[config.mk]
export PLATFORM = sky130hd
export DESIGN_NAME = modn_updown_counter
export DESIGN_NICKNAME = d
export VERILOG_FILES = /design/src/rtl/modn_updown_counter.sv
export SDC_FILE = /design/constraint.sdc
export NUM_CORES = 1
export LEC_CHECK = 0
export CAP_MARGIN = 20
export CORE_MARGIN = 2
export CORE_UTILIZATION = 24
export DETAILED_ROUTE_END_ITERATION = 6
export DONT_BUFFER_PORTS = 1
export PLACE_DENSITY = 0.43
export SYNTH_ARGS = -nofsm -noshare
export SYNTH_HDL_FRONTEND = slang
export SYNTH_SLANG_ARGS = --single-unit
[constraint.sdc]
create_clock -name clk -period 4.1 [get_ports clk]
set_input_delay 0.82 -clock clk [delete_from_list [all_inputs] [get_ports clk]]
set_output_delay 0.82 -clock clk [all_outputs]
set_load 0.1 [all_outputs]
[src/rtl/modn_updown_counter.sv]
// Modulo-M up/down counter with a run-time modulus, wrap or saturate mode,
// a terminal-count flag and a registered wrap/saturation event pulse.
module modn_updown_counter #(
   parameter int WIDTH     = 4,
   parameter int N_DEFAULT = 10
) (
   input  logic             clk,
   input  logic             reset,
   input  logic             en,
   input  logic             up_dn,
   input  logic             sat,
   input  logic             load,
   input  logic [WIDTH-1:0] load_val,
   input  logic [WIDTH-1:0] mod_n,
   output logic [WIDTH-1:0] count,
   output logic             tc,
   output logic             wrap_evt,
   output logic [WIDTH-1:0] mod_act
);

   localparam logic [WIDTH-1:0] ONE = WIDTH'(1);
   localparam logic [WIDTH-1:0] TWO = WIDTH'(2);

   logic [WIDTH-1:0] mc;
   logic [WIDTH-1:0] mc_max;
   logic [WIDTH-1:0] act_max;
   logic             at_term;
   logic             held;
   logic             held_dir;

   assign mc      = (mod_n < TWO) ? TWO : mod_n;
   assign mc_max  = mc - ONE;
   assign act_max = mod_act - ONE;
   assign at_term = up_dn ? (count == act_max) : (count == '0);
   assign tc      = en & ~load & ~reset & at_term;

   // held/held_dir remember a saturation hit so the event fires once per
   // hold; a direction flip or leaving the terminal re-arms it.
   always_ff @(posedge clk) begin
      if (reset) begin
         count    <= '0;
         mod_act  <= WIDTH'(N_DEFAULT);
         wrap_evt <= 1'b0;
         held     <= 1'b0;
         held_dir <= 1'b0;
      end else if (load) begin
         mod_act  <= mc;
         count    <= (load_val < mc) ? load_val : mc_max;
         wrap_evt <= 1'b0;
         held     <= 1'b0;
      end else if (en) begin
         if (at_term) begin
            mod_act <= mc;
            if (!sat) begin
               count    <= up_dn ? '0 : mc_max;
               wrap_evt <= 1'b1;
               held     <= 1'b0;
            end else begin
               // Keep count inside the newly adopted range.
               if (count > mc_max) count <= mc_max;
               wrap_evt <= ~(held && (held_dir == up_dn));
               held     <= 1'b1;
               held_dir <= up_dn;
            end
         end else begin
            count    <= up_dn ? count + ONE : count - ONE;
            wrap_evt <= 1'b0;
            held     <= 1'b0;
         end
      end else begin
         wrap_evt <= 1'b0;
      end
   end

endmodule

==> flow_results.org, run 1 <==
** Outcome
- The run finished with clean final reports.

** Route
- In the routed design, unresolved DRC markers number 0.
- Dividing the detail-routed wire length by the instance count gives 15.47 um.
- The routed design has approximately 2700 um of wire.
- The count of nets left with antenna violations once routing finished came out at 0.
- DRC violation total after the first TritonRoute iteration :: 27
- Number of iterations in the first detailed-routing pass :: 4
- Count of vias placed by the detailed router :: about 900
- After detailed routing, the number of vias per cell comes to about 5.1.

** Finish
- Growth of design area from synthesis to finish :: 17.23%
- In the final layout, the share of cells above drive strength 1 is between 10% and 20%.
- Antenna diode instance count :: 0
- Fill cells in the final layout number 418.
- Filler-free cell count of the finished design :: 177
- Final core utilization :: a little under 30%
- The net count of the finished layout is about 150.

** Critical path
- STA classifies the critical path startpoint as a register.
- Data on the critical path is required at its endpoint by about 3.3 ns.
- In this design, the largest share of critical-path delay is due to buffers and inverters.
- Crit Path Max Fanout :: 8
- The signal on the critical path passes through buf_4 > inv_1 > ha_1 > xor2_1 > nand4_2 > o21ai_2 > nand2_1 > nor3_4 > buf_4.
- Depth of the most critical reg-to-reg path :: 10
- In this run the number of cells on the critical path is 9.
- Data arrives at the worst endpoint at about 2.6 ns.
- Endpoint kind of the worst setup timing path :: output pin
- Setup slack of the worst register-to-register path :: approximately 1.5 ns
- CP Class :: reg -> out
- Reg-to-Reg Start :: mod_act[1]
- Counting both buffers and inverters, the worst setup path holds a total of 3.
- The largest individual stage delay along the critical path comes from the cell sky130_fd_sc_hd__o21ai_2.
- Most frequent cell on the critical path :: sky130_fd_sc_hd__buf_4
- Delay of the slowest cell on the worst path :: 0.40 ns
- In this run the critical register-to-register path is captured at wrap_evt.

** Synth
- Cells after synthesis :: between 100 and 150
- The synthesized netlist occupies a cell area of slightly above 1000 um^2.
- Largest cells by area after synthesis :: sky130_fd_sc_hd__dfxtp_1, sky130_fd_sc_hd__ha_1, sky130_fd_sc_hd__a21oi_1
- The commonest cells after synthesis are sky130_fd_sc_hd__dfxtp_1, sky130_fd_sc_hd__ha_1, sky130_fd_sc_hd__inv_1, sky130_fd_sc_hd__a21oi_1, sky130_fd_sc_hd__nor2_1.
- Yosys top cell area share :: a little over a fifth
- Synthesis warning total :: 0
- Nets in the synthesized netlist :: roughly 140
- In this run, synthesis inferred 0 flip-flops with an integrated enable.
- Predominant post-synthesis flop cell :: sky130_fd_sc_hd__dfxtp_1
- In the synthesized netlist the async set-or-reset flop fraction comes to 0%.
- The largest total area in the synthesized netlist belongs to sky130_fd_sc_hd__dfxtp_1.
- After synthesis, flip-flops and latches occupy about a fifth of the total area.
- Synthesis instantiated 44 different standard cells from the library.
- Dominant cell by count in the synthesized netlist :: sky130_fd_sc_hd__dfxtp_1
- Flops & latches, synth :: 11
- Averaged over all synthesized cells, the footprint is a little under 9 um^2.

** Run
- Number of maximum-capacitance violations :: 0

** Global route
- The first global-routing pass estimated about 4600 um of wire.
- Total global routing track utilization :: a little under an eighth
- Global route overflow :: 0
- Number of global-route vias before repair :: 967
- Number of antenna violations at the first check in global routing :: 0
- Entering global routing, the biggest net connects 15 pins.

** CTS
- Post-CTS timing repair inserted 0 buffers for setup.
- Max Buffers Root-to-Sink :: 2
- In this run, CTS created clock tree buffers numbering 3.
- Clk_lat worst skew :: 0.24 ns
- The number of gates resized after CTS was 0.
- Clock slew at reported path FFs :: roughly 0.050 ns
- CTS saw 11 sinks.
- In this run the number of H-tree levels came out at 1.
- Count of hold-fix buffers inserted at cts :: 0
- TritonCTS built the clock tree.
- Clock tree synthesis selected as its root buffer the cell sky130_fd_sc_hd__clkbuf_8.

** Placed design
- Global placement routability congestion :: 0.8994
- Port buffer count :: 0
- Once detailed placement completed, the half-perimeter wirelength came to about 2200 um.
- Placed cell count :: roughly 170

** Die
- After floorplanning, the core was divided into 23 placement rows.
- The floorplan step set the die height to approximately 70 um.
- Die Area :: just under 5000 um^2
- The region available for standard cell placement spans 4058 um^2.
- Die X :: 69.54 um
- Pin placement for this block handled 24 I/O pins.
- Initial cell density of the core :: 25.41%

** Power
- Leakage power of the design :: 0.5202 nW
- Total power density per cell area :: between 300 and 400 nW/um^2
- Maximum vdd ir drop :: 110.3 uV
- Power, Total :: 0.4806 mW

** Hold path
- The worst hold path terminates at wrap_evt.
- Hold wc startpoint :: held
- Class of the tightest hold or removal check :: reg -> reg
- The worst hold path passes through 2 cells.

** Timing
- Slew at the pin with the worst max-slew slack :: ~0.94 ns
- Post-Route Skew :: approximately 0.0077 ns
- The final hold violation count was 0.
- Derived from the worst setup path, the maximum achievable clock frequency is 293.7 MHz.
- Measured against its own limit, the worst slew margin works out to a little under two fifths.
- RSZ-0062 raised after global routing :: false
- The final count of pins violating max slew is 0.
- Min Clock Period, post-route :: between 3 and 4 ns
- Setup TNS :: 0 ns
- Final setup violation count :: 0
- The worst path uses 83.05% of the clock period.
-- how the worst max path moves through the flow --
stage,start,end
2_1_floorplan,mod_act[0],tc
3_3_place_gp,mod_n[2],count[3]
3_5_place_dp,mod_n[2],count[3]
4_1_cts,mod_act[1],tc
5_1_grt,mod_act[1],tc
6_report,mod_act[1],tc
-- tightest hold or removal path: stages (launching register included) --
cell and delay (ns):
sky130_fd_sc_hd__dfxtp_1 0.30, sky130_fd_sc_hd__nand3_1 0.06, sky130_fd_sc_hd__and2_1 0.11
-- area by class of cell --
cell class | instances | area (um^2) | area share (%)
Tap cell | 50 | 62.56 | 5.176
Clock buffer | 4 | 45.04 | 3.727
Timing Repair Buffer | 9 | 67.56 | 5.590
Inverter | 10 | 37.54 | 3.106
Sequential cell | 11 | 220.2 | 18.22
Multi-Input combinational cell | 93 | 775.7 | 64.18
-- where the power goes --
| part | switching [mW] | internal [mW] |
|---|---|---|
| Sequential | 0.0111 | 0.117 |
| Clock | 0.0419 | 0.0684 |
| Combinational | 0.161 | 0.0806 |
| Total | 0.214 | 0.266 |
-- registers in the layout, indices dropped and copies added, names as in the netlist --
signal / flops
held_dir: 1
wrap_evt: 1
held: 1
count: 4
mod_act: 4
-- layer usage --
| metal | routed length, um | vias to the layer above | GRT usage, % | part of all wire (%) |
|---|---|---|---|---|
| met5 | 0 | - | 0 | 0 |
| met4 | 23 | 0 | 2.397 | 0.84 |
| met3 | 148 | 4 | 4.215 | 5.4 |
| met2 | 1368 | 24 | 20.73 | 50 |
| met1 | 1198 | 421 | 13.76 | 44 |
| li1 | - | 449 | - | - |
-- cells in the final DEF, fill, tap and decap left out, types with 2 or more instances in the layout --
cell,count
sky130_fd_sc_hd__nor3_1,5
sky130_fd_sc_hd__nor2_1,8
sky130_fd_sc_hd__nand2_1,7
sky130_fd_sc_hd__buf_4,9
sky130_fd_sc_hd__dfxtp_1,11
sky130_fd_sc_hd__inv_1,10
sky130_fd_sc_hd__o31ai_2,2
sky130_fd_sc_hd__nor4_1,2
sky130_fd_sc_hd__xnor2_1,5
sky130_fd_sc_hd__clkbuf_8,3
sky130_fd_sc_hd__a21oi_1,9
sky130_fd_sc_hd__o21ai_1,2
sky130_fd_sc_hd__nand3_1,3
sky130_fd_sc_hd__mux2i_1,4
sky130_fd_sc_hd__o21ai_0,3
sky130_fd_sc_hd__mux2_1,2
sky130_fd_sc_hd__xor2_1,4
sky130_fd_sc_hd__ha_1,10
-- kinds of logic after synthesis --
group | after synthesis | synth area share (%)
compound gates | 30 | 24.88
buf+inv | 12 | 4.490
xor+xnor | 10 | 9.829
mux | 7 | 7.524
fa+ha+maj | 12 | 15.05
simple gates | 34 | 16.87
flops | 11 | 21.36
-- metrics by stage --
stage	hold WS (ns)	area, um^2	worst slack [ns]
floorplan	0.4661	1042	0.3189
global placement	0.4845	1164	0.7059
detailed placement	0.4998	1164	0.6160
CTS	0.5074	1209	0.6833
global route	0.5284	1209	0.5547
finish	0.4946	1209	0.6950
Note: power is estimated with default switching activity, not from simulation.
==> run 2, diff against run 1 <==
PLACE_DENSITY = 0.44   (was 0.43)
clock period = 2.9 ns   (was 4.1 ns; I/O delays follow)
==> run 2 against run 1 <==
  * Final cell count up 2.3%
  * Hold slack worse by 0.11 ns
  * Setup slack worse by 0.49 ns
  * Clock-buffer cell count unchanged
  * Flip-flop and latch count unchanged
  * Combinational power up 43%
  * Design area up 6.3%
  * Total power up 45%
  * Non-clock buffer count up 4
  * Critical path depth down 1
  * Sequential power up 50%
  * First-iteration DRC count up 56%
==> flow_results.org, run 2 (synthesized netlist as in run 1, its figures left out) <==
** Timing
- The slew of the pin with the lowest slew margin was 0.9313 ns (-0.005437 ns).
- Max Clk Rate :: between 300 and 400 MHz
- Final setup violation count :: 0 (unchanged)
- RSZ-0062 raised after global routing :: false
- Setup TNS :: 0 ns (unchanged)
- Min Clock Period, post-route :: 2.693 ns
- Final count of hold timing violations :: 0 (unchanged)
- The tightest slew margin relative to the limit was 37.83% (+0.36 points).
- The final hold slack was 0.3862 ns (-0.1085 ns).
- Max-slew violation count :: 0 (unchanged)
- Post-Route Skew :: 0.002556 ns (-0.005135 ns)
- Period utilization :: around 93%

** CTS
- H-tree level count :: 1 (unchanged)
- Number of clock sinks :: 11 (unchanged)
- The cell sitting at the root of the clock tree is a sky130_fd_sc_hd__clkbuf_8.
- Count of hold-fix buffers inserted at cts :: 0 (unchanged)
- Clk_lat worst skew :: 0.24 ns (about the same)
- Number of buffers added for setup after CTS :: 0 (unchanged)
- Resized cells post-CTS :: 0 (unchanged)
- Max Buffers Root-to-Sink :: 2 (unchanged)
- The number of CTS-inserted buffers came to 3 (unchanged).
- Clock tree from TritonCTS :: yes
- Clock slew at reported path FFs :: 0.06 ns (about the same)

** Critical path
- Endpoint kind of the worst setup timing path :: output pin
- Delay of the slowest cell on the worst path :: 0.37 ns (-0.03 ns)
- CP Class :: reg -> out
- Setup slack of the worst register-to-register path :: 0.62 ns (-0.91 ns)
- Crit path required time :: 2.32 ns (-0.96 ns)
- Cell breakdown of the critical path :: inv_2 > ha_1 > xor2_1 > nand4_2 > o21ai_4 > nand2_2 > nor3_4 > buf_12
- Signal arrival time at the worst endpoint :: 2.11 ns (-0.47 ns)
- On the critical path, the stage with the largest delay is an instance of sky130_fd_sc_hd__dfxtp_4.
- Crit Path Max Fanout :: 8 (unchanged)
- The worst setup path is launched from a register.

** Route
- The average wire per cell in the routed design came to 15.29 um (-1.2%).
- The total wire length is 2768 um (+1.1%).
- The detailed router's first-iteration violation count was 42 (+56%).
- The routed via count was 900 (+0.22%).
- Average via count per standard cell :: 4.972 (-2.0%)
- The number of optimization iterations in the first detailed-route pass was 4 (unchanged).
- The number of antenna-violating nets in the routed design came to 0 (unchanged).
- DRC viols :: 0 (unchanged)

** Placed design
- The final weighted congestion in routability-driven placement was 0.9480 (+5.4%).
- The HPWL reported at the end of detailed placement was 2251 um (+0.38%).
- The number of port buffers is 0 (unchanged).

** Outcome
- Outcome :: complete, no violations

** Die
- The initial core utilization came to 25.41% (unchanged).
- Die H :: 69.54 um (unchanged)
- The area of the core is 4058 um^2 (unchanged).
- Die Area :: 4836 um^2 (unchanged)
- Number of I/O pins :: 24 (unchanged)
- Row count :: 23 (unchanged)
- The die span in x was 69.54 um (unchanged).

** Power
- The leakage component of the power came to 0.5500 nW (+5.7%).
- The maximum vdd ir drop came to 139.6 uV (+27%).
- The total power after layout is 0.6990 mW (+45%).
- The power per standard cell area is 544.0 nW/um^2 (+37%).

** Global route
- Wire length of the first global-routing pass :: 4705 um (+3.0%)
- The remaining global-route overflow is 0 (unchanged).
- The combined global-route utilization of all metal layers came to 12.19% (+0.40 points).
- The largest net degree at the start of global routing is 15 (unchanged).
- The number of antenna violations at the first check in global routing was 0 (unchanged).
- The via count of the first global-routing pass came to 924 (-4.4%).

** Finish
- Final core utilization :: 31.67% (+1.9 points)
- Share of layout cells above drive strength 1 :: 29.01% (+10 points)
- The largest registers in the layout are count (4), mod_act (4).
- The diode insertion count for antenna repair is 0 (unchanged).
- Growth of design area from synthesis to finish :: 24.64%
- In the layout the commonest cells are sky130_fd_sc_hd__buf_4, sky130_fd_sc_hd__ha_1, sky130_fd_sc_hd__inv_1, sky130_fd_sc_hd__a21oi_1, sky130_fd_sc_hd__nor2_1.
- Most common cell after layout, fill and taps aside :: sky130_fd_sc_hd__buf_4
- Fill cell instance count of the final layout :: 418 (unchanged)
- The post-layout net count is 157 (+2.6%).

** Run
- The max-capacitance violation count came to 0 (unchanged).

** Hold path
- Class of the tightest hold or removal check :: in -> reg
[run 2: cell count changes in the layout (fill, tap and decap cells not counted), moves of 2 or more]
cell / delta
sky130_fd_sc_hd__buf_4: +3
sky130_fd_sc_hd__dfxtp_2: +6
sky130_fd_sc_hd__dfxtp_4: +2
sky130_fd_sc_hd__dfxtp_1: -8
[run 2: worst paths after layout]
| kind | from | to | cells past startpoint |
|---|---|---|---|
| setup / recovery | mod_act[0] | tc | 8 |
| hold / removal | reset | mod_act[0] | 1 |
| setup reg to reg | count[1] | count[3] | 8 |
| hold reg to reg | held | wrap_evt | 2 |
[run 2: layout make-up]
cell class	count	area [um^2]	area share, %
repair buffers	13	110.1	8.569
clock buffers	4	45.04	3.505
inverters	10	37.54	2.921
well taps	50	62.56	4.869
flip-flops and latches	11	235.2	18.31
multi-input cells	93	794.5	61.83
[run 2: metrics by stage]
| stage | setup WS (ns) | area [um^2] | cells |
|---|---|---|---|
| 6_report | 0.2074 | 1285 | 181 |
| 5_1_grt | 0.03247 | 1285 | 181 |
| 4_1_cts | 0.1930 | 1285 | 181 |
| 3_5_place_dp | -0.03316 | 1240 | 177 |
| 3_3_place_gp | 0.02222 | 1240 | 177 |
| 2_1_floorplan | -0.08368 | 1076 | 116 |
[run 2: layer usage]
metal	track usage (%)	routed length, um	up-vias	part of all wire (%)
met5	0	0	-	0
met4	5.011	60	0	2.2
met3	2.907	101	6	3.6
met2	19.98	1312	15	47
met1	15.26	1294	424	47
li1	-	-	455	-
[run 2: power by group]
part	total [mW]	internal (mW)	leakage (nW)	switching, mW
sequential	0.192	0.168	0.0925	0.0241
clock	0.162	0.0971	0.0228	0.0652
combinational	0.345	0.123	0.435	0.222
[run 2: worst max-delay path, delay by kind of cell (launching register included)]
family          cells  cell delay [ns]
compound gates      1             0.34
xor+xnor            1             0.15
fa+ha+maj           1             0.29
buf+inv             2             0.24
flops               1             0.37
simple gates        3             0.47
==> run 3, diff against run 2 <==
==> constraint.sdc (replaced) <==
create_clock -name clk -period 2.9 [get_ports clk]
set_input_delay 0.725 -clock clk [delete_from_list [all_inputs] [get_ports clk]]
set_output_delay 0.725 -clock clk [all_outputs]
set_load 0.1 [all_outputs]
==> run 3 against run 2 <==
  * Non-clock buffer count did not move
  * First-iteration DRC count fell by 33%
  * Highest routed layer unchanged
  * Routed wire length fell by 0.22%
  * Sequential share of layout area fell by 0.31 points
  * Critical path type is now in -> reg
  * Maximum frequency fell by 1.5%
  * Utilization rose by 0.89 points
==> flow_results.org, run 3 (synthesized netlist as in run 1, its figures left out) <==
** Timing
- Period utilization :: 94.30% (+1.5 points)
- Max-slew violation count :: 0 (unchanged)
- RSZ-0062 raised after global routing :: false
- Post-Route Skew :: 0.01107 ns (+0.008516 ns)
- Min Clock Period, post-route :: 2.735 ns (+0.04207 ns)
- The highest attainable clock frequency is 365.7 MHz (-1.5%).
- The setup-violating endpoint count in the final report is 0 (unchanged).
- Hold_ws :: 0.4996 ns (+0.1135 ns)
- Slew at the pin with the worst max-slew slack :: 0.9311 ns (-0.0001529 ns)
- Worst slew slack as a fraction of its limit :: 37.84% (about the same)
- Final count of hold timing violations :: 0 (unchanged)

** Route
- The average wire per cell in the routed design came to 15.26 um (-0.22%).
- The number of antenna-violating nets in the routed design was 0 (unchanged).
- DRC violation total after the first TritonRoute iteration :: 28 (-33%)
- The routed via count was 896 (-0.44%).
- Routed Wire Length :: 2762 um (-0.22%)
- The number of optimization iterations in the first detailed-route pass is 4 (unchanged).
- DRC viols :: 0 (unchanged)
- Average via count per standard cell :: 4.950 (-0.44%)

** CTS
- The total setup buffers inserted after CTS is 0 (unchanged).
- Resized cells post-CTS :: 0 (unchanged)
- The cts-stage hold buffer count is 0 (unchanged).
- The CTS H-tree depth came to 1 (unchanged).
- Clock slew at reported path FFs :: 0.06 ns (about the same)
- Number of clock sinks :: 11 (unchanged)
- Clock root buffer :: sky130_fd_sc_hd__clkbuf_8
- Clock tree from TritonCTS :: yes
- The clock insertion delay at the later pin of the skew report was 0.24 ns (about the same).
- Max Buffers Root-to-Sink :: 2 (unchanged)
- The number of CTS-inserted buffers is 3 (unchanged).

** Die
- The number of primary I/O pins came to 24 (unchanged).
- Row count :: 23 (unchanged)
- Die X :: 69.54 um (unchanged)
- Core region area :: 4058 um^2 (unchanged)
- The area of the die was 4836 um^2 (unchanged).
- Initial cell density of the core :: 25.41% (unchanged)
- Die H :: 69.54 um (unchanged)

** Power
- The maximum vdd ir drop is 135.2 uV (-3.1%).
- Total power density per cell area :: 533.4 nW/um^2 (-1.9%)
- The leakage component of the power came to 0.5485 nW (-0.28%).

** Global route
- Global route overflow :: 0 (unchanged)
- Number of global-route vias before repair :: 937 (+1.4%)
- Number of antenna violations at the first check in global routing :: 0 (unchanged)
- Global routing met2 resource utilization :: 20.73% (+0.75 points)
- Routing layer with the top usage in global route :: met2
- The met3 track demand over resource was 2.762% (-0.15 points).
- Met1 Use GR :: 14.74% (-0.52 points)
- The combined global-route utilization of all metal layers was 12.13% (-0.065 points).
- Maximum number of pins on one net before global-route repair :: 15 (unchanged)
- The wire length of the first global-routing pass was 4643 um (-1.3%).

** Finish
- Most common cell after layout, fill and taps aside :: sky130_fd_sc_hd__buf_4
- Leaving out fill and tap cells, the most frequent cells in the layout are sky130_fd_sc_hd__buf_4, sky130_fd_sc_hd__a21oi_1, sky130_fd_sc_hd__inv_1, sky130_fd_sc_hd__nor2_1, sky130_fd_sc_hd__ha_1.
- Final core utilization :: 32.56% (+0.89 points)
- The diode insertion count for antenna repair was 0 (unchanged).
- The count of filler cells inserted in the layout is 420 (+0.48%).
- Net count reported at finish :: 157 (unchanged)
- Post-route standard cell area excluding fillers :: 1321 um^2 (+2.8%)
- Share of layout cells above drive strength 1 :: 32.82% (+3.8 points)
- Filler-free cell count of the finished design :: 181 (unchanged)
- Largest registers :: count (4), mod_act (4)
- Growth of design area from synthesis to finish :: 28.16%

** Placed design
- Port buffer count :: 0 (unchanged)
- The number of placed instances with taps included came to 177 (unchanged).
- The total placed instance area is 1276 um^2 (+2.9%).
- Post-detailed-placement half-perimeter wirelength :: 2254 um (+0.12%)
- Global placement routability congestion :: 0.7627 (-20%)

** Hold path
- The min-delay analysis places its worst path in the category reg -> reg.
- The count of cells along the worst hold path came to 2 (+1).

** Critical path
- Crit start category :: primary input
- The worst-path maximum fanout is 5 (-3).
- Depth of the most critical reg-to-reg path :: 9 (+1)
- The data arrival time of the worst path is 2.87 ns (+0.76 ns).
- Crit path required time :: 3.04 ns (+0.72 ns)
- The worst setup path is captured at a register.
- CP Class :: in -> reg

** Run
- The max-capacitance violation count was 0 (unchanged).

** Outcome
- The flow ran to the end, and the final reports show no timing, DRC or antenna violations.
-- run 3: area by class of cell --
cell class / instances / area (um^2) / share of cell area (%)
Clock buffer: 4 / 45.04 / 3.409
Sequential cell: 11 / 237.7 / 17.99
Inverter: 10 / 42.54 / 3.220
Multi-Input combinational cell: 93 / 823.3 / 62.31
Tap cell: 50 / 62.56 / 4.735
Timing Repair Buffer: 13 / 110.1 / 8.333
-- run 3: per-layer routing --
| metal | up-vias | wire length (um) | share of wire, % |
|---|---|---|---|
| met5 | - | 0 | 0 |
| met4 | 0 | 27 | 0.98 |
| met3 | 2 | 120 | 4.3 |
| met2 | 15 | 1362 | 49 |
| met1 | 421 | 1252 | 45 |
| li1 | 458 | - | - |
-- run 3: critical path, cell delays in order --
cell                       delay (ns)
sky130_fd_sc_hd__o31ai_4         0.25
sky130_fd_sc_hd__ha_2            0.21
sky130_fd_sc_hd__xor2_1          0.17
sky130_fd_sc_hd__inv_1           0.11
sky130_fd_sc_hd__ha_4            0.25
sky130_fd_sc_hd__a21oi_1         0.12
sky130_fd_sc_hd__a21oi_1         0.09
sky130_fd_sc_hd__maj3_2          0.33
sky130_fd_sc_hd__o32ai_4         0.33
sky130_fd_sc_hd__a211oi_2        0.07
sky130_fd_sc_hd__o31ai_2         0.23
-- run 3: worst paths after layout --
path | endpoint | slack (ns) | from
max | count[3] | 0.17 | mod_n[1]
min reg2reg | wrap_evt | 0.50 | held
max reg2reg | count[3] | 0.61 | count[0]
min | wrap_evt | 0.50 | held
-- run 3: power breakdown --
group | switching [mW] | total [mW] | internal, mW | leakage, nW
sequential | 0.0403 | 0.209 | 0.168 | 0.0928
combinational | 0.210 | 0.339 | 0.129 | 0.433
clock | 0.0602 | 0.157 | 0.0966 | 0.0228
-- run 3: per-stage QoR --
step           TNS [ns]  worst slack (ns)  power (mW)
4_1_cts               0            0.1633      0.7128
3_3_place_gp   -0.03371          -0.03371      0.5500
6_report              0            0.1653      0.7047
5_1_grt               0           0.03962      0.7477
2_1_floorplan   -0.1859           -0.1850      0.4835
3_5_place_dp    -0.1003          -0.06441      0.5524
